<file path="config.mk">
export PLATFORM = sky130hd
export DESIGN_NAME = ifetch_unit
export DESIGN_NICKNAME = d
export VERILOG_FILES = /design/src/rtl/mips_pkg.sv /design/src/rtl/pipe_reg_vr.sv /design/src/rtl/ifetch_unit.sv
export SDC_FILE = /design/constraint.sdc
export NUM_CORES = 1
export LEC_CHECK = 0
export ABC_AREA = 1
export BUFFER_PORTS_ARGS = -buffer_cell sky130_fd_sc_hd__buf_4
export CORE_MARGIN = 5
export CORE_UTILIZATION = 53
export DETAILED_ROUTE_END_ITERATION = 7
export GPL_ROUTABILITY_DRIVEN = 0
export PLACE_DENSITY = 0.92
export SETUP_SLACK_MARGIN = 0.3
export SYNTH_ARGS = -nofsm -noshare
export SYNTH_HDL_FRONTEND = slang
export SYNTH_HIERARCHICAL = 1
export SYNTH_SLANG_ARGS = --single-unit
export TNS_END_PERCENT = 100
</file>
<file path="constraint.sdc">
create_clock -name clk -period 2.5 [get_ports clk]
set_input_delay 0.375 -clock clk [delete_from_list [all_inputs] [get_ports clk]]
set_output_delay 0.375 -clock clk [all_outputs]
set_load 0.005 [all_outputs]
</file>
<file path="src/rtl/mips_pkg.sv">
// Shared types and constants for the MIPS core front end.
// Holds the IF/ID payload, the fetch state encoding and the word size.
package mips_pkg;

   localparam int unsigned INSTR_W    = 32;
   localparam logic [31:0] WORD_BYTES = 32'd4;

   typedef enum logic [1:0] {
      IDLE  = 2'd0,
      RUN   = 2'd1,
      FAULT = 2'd2
   } fetch_state_e;

   typedef struct packed {
      logic [INSTR_W-1:0] instr;
      logic [31:0]        pc;
      logic [31:0]        pc_plus4;
   } ifid_t;

endpackage

</file>
<file path="src/rtl/pipe_reg_vr.sv">
// Generic valid/ready payload register with a flush input.
// Flush beats a load; a load beats a consume.
module pipe_reg_vr #(
   parameter int unsigned WIDTH = 32
) (
   input  logic             clk,
   input  logic             reset,
   input  logic             flush,
   input  logic             in_valid,
   input  logic [WIDTH-1:0] in_data,
   output logic             in_ready,
   output logic             out_valid,
   input  logic             out_ready,
   output logic [WIDTH-1:0] out_data
);

   logic             valid_q;
   logic [WIDTH-1:0] data_q;

   always_ff @(posedge clk) begin
      if (reset) begin
         valid_q <= 1'b0;
         data_q  <= '0;
      end else if (flush) begin
         valid_q <= 1'b0;
      end else if (in_valid) begin
         valid_q <= 1'b1;
         data_q  <= in_data;
      end else if (valid_q && out_ready) begin
         valid_q <= 1'b0;
      end
   end

   assign in_ready  = !valid_q || out_ready;
   assign out_valid = valid_q;
   assign out_data  = data_q;

endmodule

</file>
<file path="src/rtl/ifetch_unit.sv">
// Instruction fetch stage: owns the PC, addresses the instruction ROM and
// registers the fetched word toward decode; latches a sticky illegal-PC fault.
module ifetch_unit
   import mips_pkg::*;
#(
   parameter int unsigned ADDR_W   = 6,
   parameter int unsigned DATA_W   = 32,
   parameter logic [31:0] RESET_PC = 32'h0000_0000
) (
   input  logic              clk,
   input  logic              reset,
   output logic [ADDR_W-1:0] imem_addr,
   input  logic [DATA_W-1:0] imem_data,
   input  logic              redirect_valid,
   input  logic [31:0]       redirect_pc,
   output logic              if_valid,
   input  logic              if_ready,
   output logic [DATA_W-1:0] if_instr,
   output logic [31:0]       if_pc,
   output logic [31:0]       if_pc_plus4,
   output logic              fault
);

   fetch_state_e state_q, state_d;
   logic [31:0]  pc_q, pc_d;
   logic         fault_q, fault_d;
   logic         load, flush, out_free, pc_illegal;
   ifid_t        in_data, out_data;

   // The PC is never truncated, so running off the ROM end faults instead of aliasing.
   assign pc_illegal = (pc_q[1:0] != 2'b00) || (pc_q[31:ADDR_W+2] != '0);

   always_comb begin
      state_d = state_q;
      pc_d    = pc_q;
      fault_d = fault_q;
      load    = 1'b0;
      flush   = 1'b0;
      unique case (state_q)
         IDLE: state_d = RUN;
         RUN: begin
            if (redirect_valid) begin
               pc_d  = redirect_pc;
               flush = 1'b1;
            end else if (pc_illegal) begin
               fault_d = 1'b1;
               state_d = FAULT;
            end else if (out_free) begin
               load = 1'b1;
               pc_d = pc_q + WORD_BYTES;
            end
         end
         FAULT: state_d = FAULT;
         default: state_d = IDLE;
      endcase
   end

   always_ff @(posedge clk) begin
      if (reset) begin
         state_q <= IDLE;
         pc_q    <= RESET_PC;
         fault_q <= 1'b0;
      end else begin
         state_q <= state_d;
         pc_q    <= pc_d;
         fault_q <= fault_d;
      end
   end

   always_comb begin
      in_data          = '0;
      in_data.instr    = imem_data;
      in_data.pc       = pc_q;
      in_data.pc_plus4 = pc_q + WORD_BYTES;
   end

   pipe_reg_vr #(
      .WIDTH($bits(ifid_t))
   ) u_ifid (
      .clk      (clk),
      .reset    (reset),
      .flush    (flush),
      .in_valid (load),
      .in_data  (in_data),
      .in_ready (out_free),
      .out_valid(if_valid),
      .out_ready(if_ready),
      .out_data (out_data)
   );

   assign imem_addr   = pc_q[ADDR_W+1:2];
   assign if_instr    = out_data.instr;
   assign if_pc       = out_data.pc;
   assign if_pc_plus4 = out_data.pc_plus4;
   assign fault       = fault_q;

endmodule

</file>
==> results.sh <==
export IMPL_status="finished clean"
export IMPL_cts_tree="yes"
export IMPL_max_freq_ghz=0.473
export IMPL_synth_seq_cells=132
export IMPL_die_area_mm2=0.0150
export IMPL_cpMostUsedCell="nor2_1"
export IMPL_cp_depth=10
export IMPL_htreeDepth=4
export IMPL_slew_violations=0
export IMPL_cp_top_family="simple AND/OR/NAND/NOR gates"
export IMPL_report_final_setup_viol=0
export IMPL_finClkSkew_ns=0.00835
export IMPL_slew_headroom_pct=59.6
export IMPL_grt_use_total_pct=25.1
export IMPL_cellLeakagePower_nw=4.37
export IMPL_clockRootBuffer="clkbuf_16"
export IMPL_period_share_pct=84.6
export IMPL_routed_wl_um=20100
export IMPL_die_h_um=123
export IMPL_drtAntennaViolNets=0
export IMPL_io_pins=172
export IMPL_cp_buffers_inverters=2
export IMPL_yosysWarnings=6
export IMPL_drt_iter0_drc=895
export IMPL_drtPass1Iterations=6
export IMPL_dieWidth_um=123
export IMPL_drcViolationCount=0
export IMPL_tns_ns=0
export IMPL_cts_buffers=17
export IMPL_syn_avg_cell_area_um2=6.25
export IMPL_period_minus_slack_ns=2.12
export IMPL_core_area_mm2=0.0125
export IMPL_cap_violations=0
export IMPL_rsz0062_at_grt="true"
export IMPL_crit_arrival_ns=2.47
export IMPL_rows=41
export IMPL_start_kind="flip-flop"
export IMPL_diodes=0
export IMPL_fin_util_pct=70.2
export IMPL_initial_core_util_pct=53.7
export IMPL_wl_per_cell_um=14.4
export IMPL_layout_drive_gt1_share_pct=19.7
export IMPL_hold_path_class="input port to flip-flop"
export IMPL_grt_overflow_total=0
export IMPL_path_cells="nor2_1 -> nand3_1 -> nor2_2 -> nand3_2 -> nor2_4 -> inv_2 -> nor2_4 -> buf_12 -> nor2_1 -> nor2_1"
export IMPL_vias=7233
export IMPL_clock_sinks=132
export IMPL_io_buffers=171
export IMPL_syn_to_final_growth_pct=30.8
export IMPL_path_max_fanout=38
export IMPL_seq_area_frac_synth_pct=39.3
export IMPL_final_nets=1288
export IMPL_cpPeakStageDelay_ns=0.37
export IMPL_worstHoldPathCells=2
export IMPL_crit_type="flip-flop to flip-flop"
export IMPL_worstSetupEndpointType="flip-flop"
export IMPL_stdcell_area_mm2=0.00879
export IMPL_dp_hpwl_um=13100
export IMPL_grt_max_degree=88
export IMPL_clock_path_buffers=2
export IMPL_pwr_density_cell_mw_per_mm2=918
export IMPL_grt_pass1_wl_um=30200
export IMPL_antenna_found_initial=0
export IMPL_syn_nets=1145
export IMPL_slowest_stage="dfxtp_1"
export IMPL_cts_hold_buffers=0
export IMPL_hold_violations=0
export IMPL_clkTransAtPathRegs_ns=0.06
export IMPL_insertion_delay_ns=0.42
export IMPL_via_per_inst=5.16
export IMPL_worst_slew_pin_slew_ns=0.606
export IMPL_synth_distinct_cells=25
export IMPL_ff2ff_path_depth=10
export IMPL_syn_inst=1074
export IMPL_syn_area_mm2=0.00672
export IMPL_grt_pass1_vias=6287
export IMPL_placed_area_mm2=0.00803
export IMPL_worstPathRequired_ns=2.85
export IMPL_vdd_drop_max_mv=0.637
-- synth_stat cells --
library cell,n,area share [%]
xor2_1,24,3.1
nand4_1,7,0.65
nand2_1,211,12
nor2_1,253,14
inv_2,8,0.45
buf_4,12,1.3
nor2_2,1,0.093
nand3_1,144,11
inv_1,162,9.1
nor2_4,1,0.17
dfxtp_1,132,39
ha_1,3,0.56
buf_2,24,1.8
nor3_1,10,0.75
o21ai_0,5,0.37
a21oi_1,35,2.6
nand3b_1,3,0.34
clkbuf_1,18,1.0
and2_1,2,0.19
buf_1,13,0.73
nand3_2,1,0.15
clkinv_1,1,0.056
nand2_2,1,0.093
nor3b_2,1,0.19
nor3_2,2,0.30
-- cells by family after synthesis --
group,synth area share (%)
buffers and inverters,14.4
XOR/XNOR,3.13
flip-flops,39.3
adder cells (fa/ha/maj),0.559
AO/OA/AOI/OAI,2.98
AND/OR/NAND/NOR,39.6
-- worst reg2reg max path, delay by kind of cell, from the launching register on --
kind | cells | cell delay [ns]
buf+inv | 2 | 0.33
flops | 1 | 0.37
simple gates | 8 | 1.35
-- final cells by class --
class	count	area, um2
fillers	1007	3730
inverters	171	642
flip-flops and latches	132	2640
clock inverters	13	204
repair buffers	191	1510
clock buffers	19	453
well taps	172	215
multi-input cells	704	3120
-- power by group --
part / internal (mW) / switching (mW) / total (mW)
combinational: 0.990 / 1.48 / 2.47
clock: 1.82 / 0.941 / 2.76
sequential: 2.44 / 0.392 / 2.84
-- metal layers --
| layer | track usage [%] | vias up | share of wire, % |
|---|---|---|---|
| met3 | 6.13 | 72 | 11 |
| li1 | - | 3523 | - |
| met4 | 11.3 | 0 | 3.4 |
| met5 | 0 | - | 0 |
| met1 | 32.7 | 3177 | 40 |
| met2 | 39.4 | 461 | 45 |
-- per-stage QoR --
stage	hold slack, ns	total power, mW	setup slack [ns]	cells
after floorplan	0.441	4.38	0.603	1074
after global placement	0.437	5.07	0.511	1363
after detailed placement	0.441	5.15	0.475	1363
after CTS	0.121	7.96	0.330	1395
after global routing	0.125	8.49	0.261	1402
final	0.129	8.06	0.385	1402
-- flip-flops by register name, indices dropped and copies added, names as in the netlist --
signal	flops
state_q	2
fault	1
u_ifid/out_data	96
pc_q	32
u_ifid/out_valid	1
-- final timing paths --
check,startpoint,endpoint,slack [ns]
setup / recovery,pc_q[24],u_ifid/out_data[4],0.38
hold / removal,reset,fault,0.13
setup reg to reg,pc_q[24],u_ifid/out_data[4],0.38
hold reg to reg,fault,fault,0.45
-- layout by cell type, fill, tap and decap left out, types with 2 or more instances in the layout --
cell	Yosys	routed
nor3_1	10	10
nand3b_1	3	3
buf_4	12	185
o21ai_0	5	5
nor2_4	1	2
clkinv_2	0	4
nand3_1	144	144
ha_1	3	3
xor2_1	24	24
nand2_2	1	2
nor2_2	1	3
dfxtp_1	132	132
buf_12	0	3
and2_1	2	2
clkbuf_8	0	2
clkinv_4	0	2
inv_1	162	162
nand4_1	7	7
clkbuf_16	0	19
a21oi_1	35	35
nand2_1	211	210
nor3_2	2	2
inv_2	8	8
bufinv_16	0	5
nor2_1	253	250
-- repair_timing --
action / CTS / global route
endpoints found under the setup margin: 0 / 96
setup buffers: 0 / 5
gates resized for setup: 0 / 3
Note: power is estimated with default switching activity, not from simulation.
